[src/rtl/seg_scan_driver.sv]
// seg_scan_driver: multiplexed 7-segment scanner with frame-latched shadows, dead-time blanking and PWM brightness
module seg_scan_driver #(
  parameter int NUM_DIGITS     = 6,
  parameter int SCAN_DIV       = 27000,
  parameter int BLANK_CYCLES   = 270,
  parameter int BRIGHT_W       = 4,
  parameter int SEG_ACTIVE_LOW = 0,
  parameter int DIG_ACTIVE_LOW = 1,
  localparam int CW = SCAN_DIV > 1 ? $clog2(SCAN_DIV) : 1,
  localparam int IW = NUM_DIGITS > 1 ? $clog2(NUM_DIGITS) : 1
) (
  input  logic                    clk,
  input  logic                    rst_n,
  input  logic                    en,
  input  logic                    mode,
  input  logic [NUM_DIGITS*8-1:0] raw_seg,
  input  logic [NUM_DIGITS*4-1:0] hex_val,
  input  logic [NUM_DIGITS-1:0]   dp,
  input  logic [BRIGHT_W-1:0]     brightness,
  output logic [7:0]              seg_out,
  output logic [NUM_DIGITS-1:0]   dig_out,
  output logic [IW-1:0]           cur_digit,
  output logic                    frame_tick
);
  localparam logic [7:0] SEG_INV = SEG_ACTIVE_LOW != 0 ? 8'hFF : 8'h00;
  localparam logic [NUM_DIGITS-1:0] DIG_INV = DIG_ACTIVE_LOW != 0 ? '1 : '0;
  localparam logic [6:0] HEX [16] = '{7'h3F, 7'h06, 7'h5B, 7'h4F, 7'h66, 7'h6D, 7'h7D, 7'h07,
                                      7'h7F, 7'h6F, 7'h77, 7'h7C, 7'h39, 7'h5E, 7'h79, 7'h71};
  logic [CW-1:0]           slot_cnt;
  logic [IW-1:0]           idx;
  logic [NUM_DIGITS*8-1:0] sh_raw;
  logic [NUM_DIGITS*4-1:0] sh_hex;
  logic [NUM_DIGITS-1:0]   sh_dp;
  logic                    sh_mode;
  logic [BRIGHT_W-1:0]     sh_bright;
  logic                    slot_end, frame_end, on, dp_bit;
  logic [BRIGHT_W-1:0]     phase;
  logic [7:0]              raw_cur, seg_src;
  logic [3:0]              nib;
  always_comb begin
    slot_end  = slot_cnt == CW'(SCAN_DIV - 1);
    frame_end = en && slot_end && idx == IW'(NUM_DIGITS - 1);
    phase     = BRIGHT_W'(32'(slot_cnt) - 32'(BLANK_CYCLES));
    on        = en && 32'(slot_cnt) >= 32'(BLANK_CYCLES) && phase < sh_bright;
    raw_cur   = sh_raw[{idx, 3'b000} +: 8];
    nib       = sh_hex[{idx, 2'b00} +: 4];
    dp_bit    = sh_dp[idx];
    seg_src   = sh_mode ? {dp_bit, HEX[nib]} : {raw_cur[7] | dp_bit, raw_cur[6:0]};
  end
  always_ff @(posedge clk or negedge rst_n) begin
    if (!rst_n) begin
      slot_cnt <= '0;
      idx      <= '0;
    end else if (!en) begin
      slot_cnt <= '0;
      idx      <= '0;
    end else if (slot_end) begin
      slot_cnt <= '0;
      idx      <= idx == IW'(NUM_DIGITS - 1) ? '0 : idx + 1'b1;
    end else begin
      slot_cnt <= slot_cnt + 1'b1;
    end
  end
  // Shadows track the inputs while idle so scanning starts with fresh data.
  always_ff @(posedge clk or negedge rst_n) begin
    if (!rst_n) begin
      sh_raw    <= '0;
      sh_hex    <= '0;
      sh_dp     <= '0;
      sh_mode   <= 1'b0;
      sh_bright <= '0;
    end else if (!en || frame_end) begin
      sh_raw    <= raw_seg;
      sh_hex    <= hex_val;
      sh_dp     <= dp;
      sh_mode   <= mode;
      sh_bright <= brightness;
    end
  end
  always_ff @(posedge clk or negedge rst_n) begin
    if (!rst_n) begin
      seg_out    <= SEG_INV;
      dig_out    <= DIG_INV;
      cur_digit  <= '0;
      frame_tick <= 1'b0;
    end else begin
      seg_out    <= (on ? seg_src : 8'h00) ^ SEG_INV;
      dig_out    <= (on ? NUM_DIGITS'(1) << idx : '0) ^ DIG_INV;
      cur_digit  <= en ? idx : '0;
      frame_tick <= frame_end;
    end
  end
endmodule

[config.mk]
export PLATFORM = sky130hd
export DESIGN_NAME = seg_scan_driver
export DESIGN_NICKNAME = d
export VERILOG_FILES = /design/src/rtl/seg_scan_driver.sv
export SDC_FILE = /design/constraint.sdc
export NUM_CORES = 1
export LEC_CHECK = 0
export CAP_MARGIN = 5
export CORE_ASPECT_RATIO = 1.1
export CORE_MARGIN = 3
export CORE_UTILIZATION = 41
export CTS_BUF_LIST = sky130_fd_sc_hd__clkbuf_8
export DETAILED_ROUTE_END_ITERATION = 12
export HOLD_SLACK_MARGIN = 0.1
export PLACE_DENSITY_LB_ADDON = 0.25
export SLEW_MARGIN = 20
export SYNTH_ARGS = -nofsm -noshare
export SYNTH_HDL_FRONTEND = slang
export SYNTH_SLANG_ARGS = --single-unit
[constraint.sdc]
create_clock -name clk -period 4.34 [get_ports clk]
set_input_delay 0.651 -clock clk [delete_from_list [all_inputs] [get_ports clk]]
set_output_delay 0.651 -clock clk [all_outputs]
set_load 0.1 [all_outputs]
# Word level (Yosys, flattened, before mapping)
# Memory sizes are Yosys's and may differ from the RTL's.
# Cells that the tools add are included.
[word_totals]
mem_count = 1
romBits = 112
wordCells = 47
ff_bits = 119
out_inout_bits = 18
[op_classes]
addsub = 3
reduce_logical = 6
shifts = 3
bitwise_logic = 3
n_eq_ne = 3
muxes = 13
n_lt_le_gt_ge = 4
[mem_list]
columns = ["memory", "depth", "word_bits", "read_ports", "rd_clocked_by_memory_dff", "wr", "line", "text"]
rows = [
  ["(no name shown)", 16, 7, 1, 0, 0, "48", "seg_src = sh_mode ? {dp_bit, HEX[nib]} : {raw_cur[7] | dp_bit, raw_cur[6:0]};"],
]
[op_table]
columns = ["operator", "count"]
rows = [
  ["indexed part select 48 x 7 -> 8 bit", 1],
  ["two-way mux 15 bit", 2],
  ["indexed part select 24 x 6 -> 4 bit", 1],
  ["two-way mux 8 bit", 2],
  ["adder 15 x 1 -> 15 bit, second input constant", 1],
  ["== test 15 bit, second input constant", 1],
  [">= comparator 15 x 9 -> 1 bit, second input constant", 1],
  ["two-way mux 7 bit", 2],
  ["two-way mux 3 bit", 4],
  ["two-way mux 6 bit", 1],
  ["NOT 6 bit", 1],
  ["left shift 1 x 3 -> 6 bit, first input constant", 1],
  [">= comparator 5 bit, second input constant", 1],
  ["NOT 4 -> 5 bit", 1],
  ["logical AND 1 bit", 4],
  ["less-than comparator 3 x 4 -> 1 bit, second input constant", 1],
  ["less-than comparator 4 bit", 1],
  ["subtractor 4 bit, second input constant", 1],
  ["adder 3 x 1 -> 3 bit, second input constant", 1],
  ["binary-select mux 1 bit (select 3 bit)", 1],
  ["== test 3 bit, second input constant", 1],
  ["!= test 2 x 1 -> 1 bit, second input constant", 1],
  ["logical NOT 1 bit", 1],
  ["logical OR 1 bit", 1],
  ["2 further kinds", 2],
]

# Depth between registers and ports, before layout
# Gate-level depths: netlist of the first run.
[depth]
depth_word = 7
mapped_depth = 10
ltp_nobuf = 8

# Least setup slack after synthesis of the first run
# No wires, ideal clock.
[synth_path]
kind = "reg2reg"
start = "register idx[0]"
end = "register seg_out[6]"
setup_time_ps = 99
arrival_time_ps = 2068
path_stages_with_launch = 10
path_slack_ps = 2173
cell_sequence = "dfrtp_1 -> buf_6 -> buf_4 -> mux2i_1 -> o22ai_1 -> nor2_1 -> inv_1 -> ha_1 -> mux2_2 -> a311oi_1"
[synth_via]
elab_chain_cells = 7
word_cells_on_any_way = 8
classes_between = "2 x shift; 4 x mux; 1 x bitwise; 1 x memory"
[synth_lines]
columns = ["element", "line", "text"]
rows = [
  ["start, declared", "30", "logic [IW-1:0] idx;"],
  ["start signal, assigned", "59", "idx <= idx == IW'(NUM_DIGITS - 1) ? '0 : idx + 1'b1;"],
  ["indexed part select 24 x 6 -> 4 bit", "46", "nib = sh_hex[{idx, 2'b00} +: 4];"],
  ["NOT 4 -> 5 bit (implied by the code)", "48", ""],
  ["memory read (16 x 7 bit)", "n/a", ""],
  ["two-way mux 7 bit (implied by the code) (2 in a row)", "48", ""],
  ["two-way mux 8 bit (*)", "48", ""],
  ["two-way mux 8 bit (*)", "87", "seg_out <= (on ? seg_src : 8'h00) ^ SEG_INV;"],
  ["end signal, assigned", "87", ""],
  ["end, declared", "20", "output logic [7:0] seg_out,"],
]
# Mark *: on every way between the ends. The rest lies on a longest branch, timed or not. The select of a mux whose other input is x is not followed.
# A chain may end at the register's enable or synchronous reset.

# Worst setup path after layout of the first run
[layout_path]
start = "register idx[0]"
end = "register sh_raw[37]"
[layout_via]
elab_chain_cells = 3
[layout_lines]
columns = ["element", "line", "text"]
rows = [
  ["== test 3 bit", "42", "frame_end = en && slot_end && idx == IW'(NUM_DIGITS - 1);"],
  ["logical AND 1 bit", "42", ""],
  ["logical OR 1 bit", "72", "end else if (!en || frame_end) begin"],
  ["end signal, assigned", "73", "sh_raw <= raw_seg;"],
  ["end, declared", "31", "logic [NUM_DIGITS*8-1:0] sh_raw;"],
]
# Every way passes these cells.

==> results of run 1 <==
worst register-to-register path, cell delays in order (launching register included):
cell and delay, ps:
dfrtp_2 660, buf_4 420, inv_1 250, o31ai_4 300
buf_4 580, mux2_2 450
layout make-up:
class                      instances  area [um2]  share of cell area, %
multi-input combinational        274        2450                   34.2
timing repair buffer             110        1080                   15.1
clock inverter                    10        67.6                  0.944
tap                              184         230                   3.22
clock buffer                      22         303                   4.23
sequential                       119        2990                   41.7
inverter                          12        45.0                  0.629
worst min path at each step:
stage,cells past startpoint,startpoint,end
CTS,1,rst_n,slot_cnt[7]
floorplan,0,rst_n,cur_digit[0]
finish,1,rst_n,slot_cnt[7]
detailed placement,1,sh_raw[1],sh_raw[1]
global placement,1,sh_raw[1],sh_raw[1]
global route,1,rst_n,slot_cnt[7]
metal layers:
metal	track usage, %	up-vias	wire, um
met1	22.2	1898	5570
met4	6.90	0	203
met5	0	-	0
met2	28.6	98	6000
met3	5.32	16	661
li1	-	1761	-
registers in the layout (all words and copies together), names as in the netlist:
register	cells
cur_digit	3
dig_out	6
frame_tick	1
idx	3
seg_out	8
sh_bright	4
sh_dp	6
sh_hex	24
sh_mode	1
sh_raw	48
slot_cnt	15
report_power, final:
part / internal, mW / switching (mW)
Clock: 0.513 / 0.407
Sequential: 1.19 / 0.0452
Combinational: 0.189 / 0.130
Total: 1.89 / 0.582
cell usage after synthesis, types with 6 or more instances:
library cell and n:
dfrtp_1 113, mux2_2 85, nor2_1 24, nand2_1 15, ha_1 13, a211oi_1 12, nand3_1 12, xor2_1 12
inv_1 11, buf_4 10, mux2i_1 10, mux2_1 8, a21oi_1 7, and2_1 7, clkbuf_1 7, mux4_2 7
and3_1 6, dfstp_2 6, o21ai_0 6
kinds of logic (layout without fill, tap and decap cells):
logic type,after synthesis,after routing
flip-flops,119,119
AND/OR/NAND/NOR,88,88
AO/OA/AOI/OAI,47,47
XOR/XNOR,14,14
multiplexers,112,112
adder cells (fa/ha/maj),13,13
buffers and inverters,36,154
placed cells by master (no fill, tap or decap), types with 8 or more instances in the layout:
| master | netlist | routed |
|---|---|---|
| a211oi_1 | 12 | 12 |
| buf_4 | 10 | 8 |
| clkbuf_8 | 0 | 22 |
| clkdlybuf4s50_1 | 0 | 102 |
| dfrtp_1 | 113 | 112 |
| ha_1 | 13 | 13 |
| inv_1 | 11 | 17 |
| mux2_1 | 8 | 8 |
| mux2_2 | 85 | 85 |
| mux2i_1 | 10 | 10 |
| nand2_1 | 15 | 15 |
| nand3_1 | 12 | 12 |
| nor2_1 | 24 | 24 |
| xor2_1 | 12 | 12 |
per-stage QoR:
step                setup slack, ps  power [mW]  cells
floorplan                      2170        1.42    429
global placement               1560        1.56    699
detailed placement             1540        1.58    699
CTS                            1520        2.51    731
global route                   1380        2.59    731
finish                         1550        2.47    731
==> flow_summary.toml, run 1 <==
[critical_path]
crit_type = "register to register"
cp_num_cells = 5
ff2ff_path_depth = 5
cp.arrival_ps = 3100
cpPeakStageDelay_ps = 660
path_cells = "buf_4, inv_1, o31ai_4, buf_4, mux2_2"
cp.required_ps = 4660
cpMaxStageDelayCell = "dfrtp_2"
endpoint_kind = "register"
cpMostUsedCell = "buf_4"
reg2reg_slack_ps = 1550
critical_path.top_delay_family = "buffers and inverters"
crit_path_end = "sh_raw[37]"
r2r_end = "sh_raw[37]"
startpoint_type = "register"
critPathLaunch = "idx[0]"
r2r-start = "idx[0]"
crit_buf_inv = 3
crit_fanout = 54

[routing]
avgViaCountPerCell = 5.16
drc = 0
drt_iter0_drc = 187
vias = 3773
wl_per_cell_um = 17.0
drtPass1Iterations = 4
drtAntennaViolNets = 0
drt-total-wl_um = 12400

[job]
maxCapViolCount = 0

[synthesis]
syn_avg_cell_area_um2 = 13.1
syn_area_um2 = 5600
synth_top_area_share_pct = 50.5
netlist_instances = 429
synthXorXnorAreaFrac_pct = 2.19
yosys_register_bits = 119
synth_edf_count = 0
synth_fp_nets = 528
seq_area_frac_synth_pct = 53.3
synth_top_family_by_area = "multiplexers"
synth-main-ff-cell = "dfrtp_1"
yosys_warnings = 0
synthSimpleGateAreaFrac_pct = 8.31
ys_async_sr_fraction_pct = 100
synth_top_area_cell = "dfrtp_1"
yosysUniqueCellTypes = 54
synth_compound_area_share_pct = 6.18
synth_fa_ha_area_share_pct = 2.90
synth_area_leaders = "dfrtp_1 50%, mux2_2 17%, ha_1 2.9%, dfstp_2 2.8%, mux4_2 2.8%"
synth_mux_area_share_pct = 23.8

[floorplan]
die_area_um2 = 15100
die_h_um = 129
die_w_um = 117
ioPinCount = 104
rows = 44
core_area_um2 = 13300
initial_utilization_pct = 42.2

[global_routing]
grt_use_total_pct = 17.5
gr-total-overflow = 0
grt_pass1_vias = 3956
grt_max_degree = 60
antenna_found_initial = 0
grt_pass1_wl_um = 20600

[sta]
whs_ps = 278
slew_headroom_pct = 34.3
setup_viol = 0
skew_ps = 7.00
layout_min_cycle_time_ps = 2790
fin_crit_sh_pct = 64.2
hold_viol = 0
rsz0062_at_grt = "no"
tns_ps = 0
tightest_slew_ps = 983
slew_viol_final = 0
maxClockFrequency_ghz = 0.359

[clock_network]
postCtsSetupRepairBufs = 0
ctsHoldBuffers = 0
cts_buffer_depth = 2
htreeDepth = 4
cts_root_buf = "clkbuf_8"
cts_resized = 0
path_clk_slew_ps = 60
cts.sinks = 119
cts_tree = "done"
cts_buffers = 17
insertion_delay_ps = 440

[placement]
portBuffers = 103
hpwl_um = 9020
dpl-instance-area_um2 = 6790
routabilityCongestion = 0.837

[pwr]
power_density_nw_per_um2 = 345
p_leak_nw = 3.02
ir_worst_vdd_mv = 0.170

[cells_and_area]
nNetsFinal = 633
areaGrowthSynthToFinish_pct = 27.8
final_area_um2 = 7160
nFillCells = 1152
n_antenna_cell = 0
drive_gt1_share_pct = 25.6
final_util_pct = 54.0

[worst_hold_path]
hold_path.class = "input pin to asynchronous set/reset pin"

[outcome]
outcome = "complete, no violations"
(Power assumes the default switching activity.)
==> run 2, diff against run 1 <==
==> constraint.sdc (replaced) <==
create_clock -name clk -period 2.5 [get_ports clk]
set_input_delay 0.375 -clock clk [delete_from_list [all_inputs] [get_ports clk]]
set_output_delay 0.375 -clock clk [all_outputs]
set_load 0.1 [all_outputs]
==> run 2 against run 1 <==
Against the previous run: die area stayed put; sequential cell count stayed put; global-route usage rose by 0.13 points; first-iteration DRC count up 18%; combinational power up 75%; non-clock buffer count grew 16; wire length grew 1.1%; register-to-register slack lost 1400 ps; sequential power grew 74%; largest cell class unchanged.
==> flow_summary.toml, run 2 (synthesis gave the netlist of run 1 again) <==
[critical_path]
endpoint_kind = "register"
crit_fanout = 11
startpoint_type = "register"
cp.arrival_ps = 2690
crit_type = "register to register"
cp.required_ps = 2840

[pwr]
p_int_mw = 3.52
p_leak_nw = 3.13
ir_worst_vdd_mv = 0.321
clkPwrFrac_pct = 41.8
comb_power_share_pct = 12.0
netSwitchingPower_mw = 1.12
switching_share_pct = 24.1
pwr-share-seq_pct = 46.2
power_density_nw_per_um2 = 631

[worst_hold_path]
hold_path.class = "input pin to asynchronous set/reset pin"

[routing]
drtPass1Iterations = 4
drt-total-wl_um = 12600
avgViaCountPerCell = 5.09
drc = 0
wl_per_cell_um = 16.8
drt_iter0_drc = 221
drtAntennaViolNets = 0
vias = 3807

[cells_and_area]
top_register = "sh_raw"
reg_top3 = "sh_raw x48, sh_hex x24, slot_cnt x15"
final_area_um2 = 7340
areaGrowthSynthToFinish_pct = 31.0
layout_commonest_cell = "dfrtp_1"
largest_reg_flops = 48
drive_gt1_share_pct = 31.8
final_cell_mix = "112 x dfrtp_1, 85 x mux2_2, 84 x clkdlybuf4s50_1"
nFillCells = 1117
finalNonFillerCells = 748
final_util_pct = 55.3
nNetsFinal = 649

[floorplan]
die_h_um = 129
initial_utilization_pct = 42.2
die_area_um2 = 15100
core_area_um2 = 13300
rows = 44
ioPinCount = 104
die_w_um = 117

[placement]
dp_slack_ps = 78.1
portBuffers = 103
hpwl_um = 9190
dp.cells = 709
dpl-instance-area_um2 = 6840
routabilityCongestion = 0.927

[clock_network]
insertion_delay_ps = 450
htreeDepth = 4
cts_root_buf = "clkbuf_8"
cts.sinks = 119
cts_buffers = 17
path_clk_slew_ps = 70
cts_buffer_depth = 2
cts_tree = "done"

[sta]
setup_viol = 0
layout_min_cycle_time_ps = 2350
tightest_slew_ps = 500
hold_viol = 0
fin_crit_sh_pct = 94.1
slew_viol_final = 0
rsz0062_at_grt = "no"
skew_ps = 9.38
finalWorstSetupSlack_ps = 146
slew_headroom_pct = 66.6
tns_ps = 0
maxClockFrequency_ghz = 0.425

[global_routing]
antenna_found_initial = 1
grt_pass1_vias = 4052
grt_max_degree = 68
grt_pass1_wl_um = 20700
grt_use_total_pct = 17.7
gr-total-overflow = 0

[job]
maxCapViolCount = 0

[outcome]
outcome = "complete, no violations"
==> run 2: final timing paths <==
kind | from | to | slack (ps) | depth (start not counted)
worst min-delay path | rst_n | cur_digit[2] | 430 | 2
max in group asynchronous | rst_n | sh_raw[6] | 1340 | 3
worst max register to register | idx[0] | seg_out[3] | 150 | 6
worst min register to register | sh_raw[0] | sh_raw[0] | 490 | 1
worst max-delay path | idx[0] | seg_out[3] | 150 | 6
min in group clk | sh_raw[0] | sh_raw[0] | 490 | 1
==> run 2: power groups by stage <==
stage	Clock (mW)	Sequential (mW)	Combinational, mW
2_1_floorplan	0	2.15	0.323
3_3_place_gp	0	2.17	0.546
3_5_place_dp	0	2.18	0.565
4_1_cts	1.99	2.14	0.568
5_1_grt	2.08	2.16	0.612
6_report	1.94	2.14	0.557
==> run 2: routing by layer <==
| layer | part of all wire, % | global-route usage, % | wire length, um | vias up |
|---|---|---|---|---|
| li1 | - | - | - | 1796 |
| met1 | 44 | 22.4 | 5490 | 1882 |
| met2 | 47 | 27.7 | 5880 | 109 |
| met3 | 7.3 | 6.02 | 916 | 20 |
| met4 | 2.3 | 8.00 | 289 | 0 |
| met5 | 0 | 0 | 0 | - |
==> run 2: critical path, stage by stage (launching register included) <==
cell	delay, ps
dfrtp_2	460
buf_4	160
mux2_2	330
a222oi_1	380
buf_4	240
mux2_2	350
a311oi_1	320
==> run 2: per-stage QoR <==
step           hold WS (ps)  total power, mW
5_1_grt                 461             4.85
6_report                430             4.64
3_5_place_dp            375             2.74
4_1_cts                 426             4.70
2_1_floorplan          79.4             2.47
3_3_place_gp            371             2.72
==> run 2: layout make-up <==
cell class | count | area, um2 | share of cell area, %
inverters | 12 | 45.0 | 0.614
clock buffers | 18 | 248 | 3.37
repair buffers | 126 | 1180 | 16.1
clock inverters | 14 | 199 | 2.71
flip-flops and latches | 119 | 2990 | 40.7
multi-input cells | 274 | 2450 | 33.3
well taps | 184 | 230 | 3.14
diodes | 1 | 2.50 | 0.0341
==> run 2: timing repair <==
| action | CTS | global route |
|---|---|---|
| hold buffers | 1 | 0 |
| setup buffers | 0 | 5 |
| setup endpoints to repair | 0 | 29 |
| resized for setup | 0 | 0 |
| hold endpoints to repair | 27 | 0 |
==> run 3, diff against run 2 <==
--- a/config.mk
+++ b/config.mk
@@ -13,6 +13,7 @@
 export DETAILED_ROUTE_END_ITERATION = 12
 export HOLD_SLACK_MARGIN = 0.1
 export PLACE_DENSITY_LB_ADDON = 0.25
+export RECOVER_POWER = 25
 export SLEW_MARGIN = 20
 export SYNTH_ARGS = -nofsm -noshare
 export SYNTH_HDL_FRONTEND = slang
==> run 3 against run 2 <==
Against the previous run: wire length down 0.38%; clock skew about the same; first-iteration DRC count up 6.8%; non-clock buffer count unchanged; sequential cell count unchanged; clock-buffer cell count unchanged; critical path depth unchanged; register-to-register slack about the same; total power down 0.10%; highest routed layer unchanged.
==> flow_summary.toml, run 3 (synthesis gave the netlist of run 1 again) <==
[critical_path]
startpoint_type = "register"
path_cells = "buf_4, mux2_2, a222oi_1, buf_4, mux2_2, a311oi_1"
cpMaxStageDelayCell = "dfrtp_2"
cp.arrival_ps = 2690
crit_fanout = 11
cp.required_ps = 2840
crit_type = "register to register"
cpPeakStageDelay_ps = 470
endpoint_kind = "register"

[clock_network]
cts_buffer_depth = 2
insertion_delay_ps = 450
htreeDepth = 4
path_clk_slew_ps = 70
cts_tree = "done"
cts_root_buf = "clkbuf_8"
cts.sinks = 119
cts_resized = 0
cts_buffers = 17

[sta]
maxClockFrequency_ghz = 0.425
layout_min_cycle_time_ps = 2350
rsz0062_at_grt = "no"
hold_viol = 0
setup_viol = 0
skew_ps = 9.28
slew_headroom_pct = 38.7
tns_ps = 0
slew_viol_final = 0
tightest_slew_ps = 919
fin_crit_sh_pct = 94.1

[routing]
wl_per_cell_um = 16.7
drt-total-wl_um = 12500
drt_iter0_drc = 236
drtPass1Iterations = 4
drc = 0
vias = 3807
avgViaCountPerCell = 5.09
drtAntennaViolNets = 0

[cells_and_area]
final_cell_mix = "112 x dfrtp_1, 85 x mux2_2, 84 x clkdlybuf4s50_1"
final_area_um2 = 7320
reg_top3 = "sh_raw x48, sh_hex x24, slot_cnt x15"
nNetsFinal = 649
multi_input_area_um2 = 2450
largest_reg_flops = 48
areaGrowthSynthToFinish_pct = 30.5
layout_commonest_cell = "dfrtp_1"
nFillCells = 1123
final_util_pct = 55.1
drive_gt1_share_pct = 31.4
finalNonFillerCells = 748
top_register = "sh_raw"
seqCellArea_um2 = 2990

[floorplan]
die_w_um = 117
core_area_um2 = 13300
ioPinCount = 104
die_h_um = 129
rows = 44
initial_utilization_pct = 42.2
die_area_um2 = 15100

[global_routing]
antenna_found_initial = 1
grt_pass1_vias = 4052
grt_pass1_wl_um = 20700
grt_use_total_pct = 17.7
gr-total-overflow = 0
grt_max_degree = 68

[placement]
routabilityCongestion = 0.927
dpl-instance-area_um2 = 6840
portBuffers = 103
hpwl_um = 9190
dp.cells = 709

[pwr]
power_mw = 4.63
power_density_nw_per_um2 = 633
p_leak_nw = 3.11
ir_worst_vdd_mv = 0.321

[worst_hold_path]
hold_path.class = "register to register"

[job]
maxCapViolCount = 0

[outcome]
outcome = "complete, no violations"
run 3: cell count changes in the layout (fill, tap and decap cells not counted), sizes merged:
cell | before | now
clkbuf | 18 | 23
buf | 41 | 36
run 3: timing repair:
item,in CTS,in global routing
setup endpoints to repair,0,29
hold buffers,1,0
setup buffers,0,5
endpoints found under the hold margin,27,0
run 3: worst paths after layout:
check                           from           end  slack [ps]  cells after the start
setup / recovery              idx[0]    seg_out[3]         150                      6
hold / removal             sh_raw[0]     sh_raw[0]         490                      1
setup reg to reg              idx[0]    seg_out[3]         150                      6
hold reg to reg            sh_raw[0]     sh_raw[0]         490                      1
max in group asynchronous      rst_n     sh_raw[1]         390                      3
min in group asynchronous      rst_n  cur_digit[2]         590                      2
run 3: where the power goes:
part	switching (mW)	leakage, nW	total, mW	internal, mW
Clock	0.818	0.212	1.94	1.12
Combinational	0.221	1.45	0.553	0.332
Sequential	0.0769	1.45	2.14	2.06
run 3: worst max-delay path, delay by kind of cell, from the launching register on:
family                 cells  cell delay (ps)
buffers and inverters      2              400
muxes                      2              680
AOI/OAI and AO/OA          2              690
DFF                        1              470
run 3: layout make-up:
cell class                      count  area share, %
Clock inverter                     14           2.72
Inverter                           12          0.616
Clock buffer                       18           3.39
Timing Repair Buffer              126           15.8
Multi-Input combinational cell    274           33.4
Sequential cell                   119           40.8
Tap cell                          184           3.15
Antenna cell                        1         0.0342
run 3: metrics by stage:
stage,hold WS [ps],worst slack [ps]
after floorplan,79.4,333
after global placement,371,183
after detailed placement,375,78.1
after CTS,426,54.6
after global routing,505,39.6
final,486,147
run 3: per-layer routing:
metal,routed length [um],part of all wire (%),global-route usage (%),vias up
met5,0,0,0,-
met4,323,2.6,8.00,0
met3,760,6.1,6.02,24
met2,5740,46,27.7,98
met1,5700,46,22.4,1888
li1,-,-,-,1797
